File: src/rtl/fp_add_iter.sv
// Iterative floating-point adder/subtractor. Alignment and the add take one cycle each,
// normalisation shifts left one bit per cycle, then rounding; specials bypass to DONE.
module fp_add_iter #(
  parameter int unsigned EW = 5,
  parameter int unsigned MW = 10
) (
  input  logic              clk,
  input  logic              reset_n,
  input  logic              in_valid,
  output logic              in_ready,
  input  logic [EW+MW:0]    x,
  input  logic [EW+MW:0]    z,
  input  logic              sub,
  input  logic              rm,
  output logic              out_valid,
  input  logic              out_ready,
  output logic [EW+MW:0]    sum,
  output logic [2:0]        flags
);

  localparam int unsigned FW = 1 + EW + MW;
  localparam int unsigned SW = MW + 4;  // {hidden, frac, G, R, S}
  localparam int unsigned XW = EW + 1;  // exponent with headroom for carry/round-up

  localparam logic [FW-1:0] QNAN    = {1'b0, {EW{1'b1}}, 1'b1, {(MW-1){1'b0}}};
  localparam logic [XW-1:0] EXP_OVF = {1'b0, {EW{1'b1}}};

  typedef enum logic [2:0] {
    S_IDLE, S_ALIGN, S_ADD, S_NORM, S_ROUND, S_DONE
  } state_t;

  state_t        state_q, state_d;
  logic          in_ready_q, in_ready_d;
  logic          out_valid_q, out_valid_d;
  logic [FW-1:0] sum_q, sum_d;
  logic [2:0]    flags_q, flags_d;
  logic [FW-1:0] x_q, x_d;
  logic [FW-1:0] z_q, z_d;      // z with its effective sign already applied
  logic          rm_q, rm_d;
  logic          sign_q, sign_d;
  logic          esub_q, esub_d;
  logic [XW-1:0] exp_q, exp_d;
  logic [SW-1:0] big_q, big_d;
  logic [SW-1:0] small_q, small_d;
  logic [SW:0]   acc_q, acc_d;  // extra top bit catches the addition carry

  // Operand classification on the input bus
  logic          z_sgn;
  logic          x_nan, z_nan, x_inf, z_inf, x_zero, z_zero;
  logic          fast_hit;
  logic [FW-1:0] fast_sum;
  logic [2:0]    fast_flg;

  assign z_sgn  = z[FW-1] ^ sub;
  assign x_nan  = (&x[FW-2:MW]) & (|x[MW-1:0]);
  assign z_nan  = (&z[FW-2:MW]) & (|z[MW-1:0]);
  assign x_inf  = (&x[FW-2:MW]) & ~(|x[MW-1:0]);
  assign z_inf  = (&z[FW-2:MW]) & ~(|z[MW-1:0]);
  assign x_zero = ~(|x[FW-2:MW]);
  assign z_zero = ~(|z[FW-2:MW]);

  always_comb begin
    fast_sum = '0;
    fast_flg = '0;
    fast_hit = 1'b1;
    if (x_nan || z_nan) begin
      fast_sum = QNAN;
    end else if (x_inf && z_inf && (x[FW-1] != z_sgn)) begin
      fast_sum = QNAN;
      fast_flg = 3'b100;
    end else if (x_inf) begin
      fast_sum = x;
    end else if (z_inf) begin
      fast_sum = {z_sgn, z[FW-2:0]};
    end else if (x_zero && z_zero) begin
      fast_sum = {x[FW-1] & z_sgn, {(FW-1){1'b0}}};
    end else if (x_zero) begin
      fast_sum = {z_sgn, z[FW-2:0]};
    end else if (z_zero) begin
      fast_sum = x;
    end else begin
      fast_hit = 1'b0;
    end
  end

  // Alignment: pick the larger magnitude, shift the other right with sticky collection
  logic          x_big;
  logic [EW-1:0] e_big, e_sml, e_dif;
  logic [SW-1:0] m_big, m_sml, m_shf;
  logic          sticky;

  assign x_big = x_q[FW-2:0] >= z_q[FW-2:0];

  always_comb begin
    e_big  = x_big ? x_q[FW-2:MW] : z_q[FW-2:MW];
    e_sml  = x_big ? z_q[FW-2:MW] : x_q[FW-2:MW];
    m_big  = {1'b1, (x_big ? x_q[MW-1:0] : z_q[MW-1:0]), 3'b000};
    m_sml  = {1'b1, (x_big ? z_q[MW-1:0] : x_q[MW-1:0]), 3'b000};
    e_dif  = e_big - e_sml;
    sticky = 1'b0;
    if (32'(e_dif) >= SW) begin
      m_shf = SW'(1);
    end else begin
      m_shf    = m_sml >> e_dif;
      sticky   = |(m_sml & ~({SW{1'b1}} << e_dif));
      m_shf[0] = m_shf[0] | sticky;
    end
  end

  // Rounding of the normalised significand; a carry out renormalises immediately
  logic          rnd_inc;
  logic [MW+1:0] mant;
  logic [XW-1:0] fexp;
  logic [MW-1:0] ffrc;

  always_comb begin
    rnd_inc = ~rm_q & acc_q[2] & (acc_q[1] | acc_q[0] | acc_q[3]);
    mant    = {1'b0, acc_q[SW-1:3]} + (MW+2)'(rnd_inc);
    fexp    = exp_q;
    ffrc    = mant[MW-1:0];
    if (mant[MW+1]) begin
      fexp = exp_q + XW'(1);
      ffrc = '0;
    end
  end

  always_comb begin
    state_d = state_q;
    sum_d   = sum_q;
    flags_d = flags_q;
    x_d     = x_q;
    z_d     = z_q;
    rm_d    = rm_q;
    sign_d  = sign_q;
    esub_d  = esub_q;
    exp_d   = exp_q;
    big_d   = big_q;
    small_d = small_q;
    acc_d   = acc_q;
    unique case (state_q)
      S_IDLE: begin
        if (in_valid) begin
          x_d  = x;
          z_d  = {z_sgn, z[FW-2:0]};
          rm_d = rm;
          if (fast_hit) begin
            sum_d   = fast_sum;
            flags_d = fast_flg;
            state_d = S_DONE;
          end else begin
            state_d = S_ALIGN;
          end
        end
      end
      S_ALIGN: begin
        sign_d  = x_big ? x_q[FW-1] : z_q[FW-1];
        esub_d  = x_q[FW-1] ^ z_q[FW-1];
        exp_d   = {1'b0, e_big};
        big_d   = m_big;
        small_d = m_shf;
        state_d = S_ADD;
      end
      S_ADD: begin
        acc_d   = esub_q ? ({1'b0, big_q} - {1'b0, small_q})
                         : ({1'b0, big_q} + {1'b0, small_q});
        state_d = S_NORM;
      end
      S_NORM: begin
        if (~(|acc_q)) begin
          sum_d   = '0;
          flags_d = '0;
          state_d = S_DONE;
        end else if (acc_q[SW]) begin
          acc_d   = {1'b0, acc_q[SW:2], acc_q[1] | acc_q[0]};
          exp_d   = exp_q + XW'(1);
          state_d = S_ROUND;
        end else if (acc_q[SW-1]) begin
          state_d = S_ROUND;
        end else if (exp_q == XW'(1)) begin
          sum_d   = '0;
          flags_d = 3'b001;
          state_d = S_DONE;
        end else begin
          acc_d = {acc_q[SW-1:0], 1'b0};
          exp_d = exp_q - XW'(1);
        end
      end
      S_ROUND: begin
        if (fexp >= EXP_OVF) begin
          sum_d   = rm_q ? {sign_q, {(EW-1){1'b1}}, 1'b0, {MW{1'b1}}}
                         : {sign_q, {EW{1'b1}}, {MW{1'b0}}};
          flags_d = 3'b010;
        end else begin
          sum_d   = {sign_q, fexp[EW-1:0], ffrc};
          flags_d = '0;
        end
        state_d = S_DONE;
      end
      S_DONE: begin
        if (out_ready) state_d = S_IDLE;
      end
      default: state_d = S_IDLE;
    endcase
  end

  assign in_ready_d  = (state_d == S_IDLE);
  assign out_valid_d = (state_d == S_DONE);

  always_ff @(posedge clk or negedge reset_n) begin
    if (!reset_n) begin
      state_q     <= S_IDLE;
      in_ready_q  <= 1'b1;
      out_valid_q <= 1'b0;
      sum_q       <= '0;
      flags_q     <= '0;
      x_q         <= '0;
      z_q         <= '0;
      rm_q        <= 1'b0;
      sign_q      <= 1'b0;
      esub_q      <= 1'b0;
      exp_q       <= '0;
      big_q       <= '0;
      small_q     <= '0;
      acc_q       <= '0;
    end else begin
      state_q     <= state_d;
      in_ready_q  <= in_ready_d;
      out_valid_q <= out_valid_d;
      sum_q       <= sum_d;
      flags_q     <= flags_d;
      x_q         <= x_d;
      z_q         <= z_d;
      rm_q        <= rm_d;
      sign_q      <= sign_d;
      esub_q      <= esub_d;
      exp_q       <= exp_d;
      big_q       <= big_d;
      small_q     <= small_d;
      acc_q       <= acc_d;
    end
  end

  assign in_ready  = in_ready_q;
  assign out_valid = out_valid_q;
  assign sum       = sum_q;
  assign flags     = flags_q;

endmodule

File: config.mk
export PLATFORM = sky130hd
export DESIGN_NAME = fp_add_iter
export DESIGN_NICKNAME = d
export VERILOG_FILES = /design/src/rtl/fp_add_iter.sv
export SDC_FILE = /design/constraint.sdc
export NUM_CORES = 1
export LEC_CHECK = 0
export CELL_PAD_IN_SITES_DETAIL_PLACEMENT = 1
export CELL_PAD_IN_SITES_GLOBAL_PLACEMENT = 2
export CORE_ASPECT_RATIO = 0.5
export CORE_MARGIN = 2
export CORE_UTILIZATION = 37
export CTS_CLUSTER_DIAMETER = 120
export DETAILED_ROUTE_END_ITERATION = 7
export PLACE_DENSITY_LB_ADDON = 0.1
export SLEW_MARGIN = 30
export SYNTH_ARGS = -nofsm -noshare
export SYNTH_HDL_FRONTEND = slang
export SYNTH_SLANG_ARGS = --single-unit
File: constraint.sdc
create_clock -name clk -period 5.2 [get_ports clk]
set_input_delay 0.52 -clock clk [delete_from_list [all_inputs] [get_ports clk]]
set_output_delay 0.52 -clock clk [all_outputs]
set_load 0.01 [all_outputs]
==> metrics <==
Post-CTS Setup Bufs 0; # Max-Cap Violations 0; Syn Nets 1022; via-per-instance ratio 5.891; Most used DFF post-synth dfrtp_1; number of port buffers 58; worst path arrival time 4800 ps; die width 212.3 µm; clock sinks 105; Initial Util 37.34%; vias in the first global route 7605; I/O Pins 59; largest area contributor in the netlist dfrtp_1; Avg Cell Area, Syn 8.556 µm²; antenna cells 0; cts bufs inserted 9; final wirelength 28.53 mm; endpoints failing hold 0; Setup crit start kind flip-flop; H-tree depth 3; setup_tns 0 ps; critical path data required time 5490 ps; largest net degree at the start of global routing 64; aggregate global-route resource usage 26.34%; critical path endpoint category flip-flop; clock latency on the worst-skew pair 380 ps; CP max stage delay 530 ps; DRC viols 0; WS Path Type flip-flop to flip-flop; CTS resizes 0; Die ar. 22960 µm²; status complete, no violations; Final #Nets 1050; layout overhead on the synthesized area 14.13%; post-synth top area share 32.43%; cells along the critical path inv_1, ha_1, nand4_1, nor3_1, o31ai_1, a311oi_1, a21oi_1, ha_1, nor2b_1, nand2_1, nor4_1, a311o_2, a21oi_1, o2111ai_1, o21bai_1, a32oi_1; Seq/Total Area, Yosys 32.76%; Cells after Synth 938; Avg WL per Cell 22.46 µm; initial antenna violation count 0; area of the mapped netlist 8025 µm²; DP HPWL 22.05 mm; worst slew pin tran 885.6 ps; Final Cell Area 9159 µm²; layout cell share with drive strength beyond 1 8.763%; CTS max path bufs 2; row count 38; Synth Warn # 0; Netlist cell types 84; RSZ-0062 raised after global routing false; Post-synth ARST share 100.0%; CTS tree yes; Final ANT Viol Nets 0; fin crit period 4509 ps; grt total ovfl 0; total iterations of the first detailed-routing run 5; number of enable flip-flop cells after synthesis 0; Post-CTS Hold Fix Bufs 0; HP Class input pin to asynchronous set/reset pin; Rel. slew slack 40.45%; crit path max fanout 11; DR iter-0 viols 456; Fillers 2546; GP Congestion 0.8730; clock slew seen by the registers of the worst setup and hold paths 70 ps; Final Cycle Share 86.71%; Slowest cell on crit path ha_1; Root Buffer clkbuf_16; flops & latches, synth 105; via count 7481; Final Slew Violations 0; Core ar. 21490 µm²; DP Cell Count 1255; post-route insts no fill 1270; fmax 221.8 MHz; first-pass GRT wire length 45.33 mm; Setup Skew 8.377 ps; Setup Viol. Count Final 0; Synth area leaders dfrtp_1, ha_1, nand2_1, a21oi_1, o21ai_0; die height 108.1 µm; DP Area 8871 µm²
layout by cell type, fill, tap and decap left out, drive strengths merged, types with 13 or more instances in the layout:
master         count
a21oi             65
a22oi             13
a31oi             29
buf               16
clkdlybuf4s50     57
dfrtp            104
ha                45
inv               72
mux2              25
mux2i             23
nand2             99
nand3             26
nor2              73
nor3              21
o21a              15
o21ai             57
o221ai            14
xnor2             16
per-stage QoR:
stage | setup slack, ps | utilization, % | hold slack (ps)
floorplan | 954.3 | - | 224.4
global placement | 868.6 | 41.17 | 474.2
detailed placement | 537.1 | 41.28 | 478.7
CTS | 477.8 | 42.61 | 175.1
global route | 193.9 | 42.62 | 198.1
finish | 691.1 | 42.62 | 159.6
metal layers:
layer,vias up,track usage [%],routed length (µm)
li1,3486,-,-
met1,3794,41.62,15230
met2,186,36.07,11450
met3,15,6.041,1601
met4,0,4.595,247
met5,-,0,0
flip-flops by register name (all words and copies together), names as in the netlist, 3 cells and up:
| name | cells |
|---|---|
| acc_q | 15 |
| big_q | 11 |
| exp_q | 6 |
| flags | 3 |
| small_q | 14 |
| state_q | 3 |
| sum | 16 |
| x_q | 16 |
| z_q | 16 |
cells in the mapped netlist (13+ instances only):
cell / count
clkbuf_1: 38
nor3_1: 19
o21ai_0: 55
a21oi_1: 65
a31oi_1: 29
mux2_2: 23
a22oi_1: 13
nand3_1: 25
dfrtp_1: 104
o21a_1: 15
inv_1: 70
nor2_1: 73
xnor2_1: 16
mux2i_1: 23
ha_1: 45
nand2_1: 99
final timing paths:
kind                            startpoint          to  slack, ps  depth (start not counted)
max in group asynchronous          reset_n      sum[4]       3770                          2
worst max register to register     z_q[10]  small_q[0]        690                         16
worst min register to register      sum[7]      sum[7]        490                          1
worst max-delay path               z_q[10]  small_q[0]        690                         16
worst min-delay path               reset_n    acc_q[5]        160                          1
min in group clk                    sum[7]      sum[7]        490                          1
cell families (layout without fill, tap and decap cells):
| logic type | after synthesis | after routing | share of synthesized area (%) |
|---|---|---|---|
| xor+xnor | 27 | 27 | 2.947 |
| fa+ha+maj | 46 | 46 | 7.265 |
| mux | 56 | 56 | 8.668 |
| flops | 105 | 105 | 32.76 |
| simple gates | 291 | 291 | 17.26 |
| compound gates | 287 | 287 | 24.77 |
| buf+inv | 126 | 158 | 6.330 |
final cells by class:
class,count,area (µm²),share of cell area (%)
Tap cell,300,375.4,4.098
Timing Repair Buffer,73,694.4,7.582
Clock inverter,4,52.55,0.5738
Sequential cell,105,2629,28.70
Clock buffer,11,232.7,2.541
Inverter,70,262.8,2.869
Multi-Input combinational cell,707,4912,53.63
worst max-delay path, delay by kind of cell (launching register included):
kind                     cells  cell delay [ps]
buffers and inverters        1               80
flip-flops                   1              370
adder cells (fa/ha/maj)      2              790
AO/OA/AOI/OAI                8             1840
AND/OR/NAND/NOR              5             1340
Power is not shown: default switching activity piles up to over one toggle a cycle in this logic, so the estimate is an artifact.
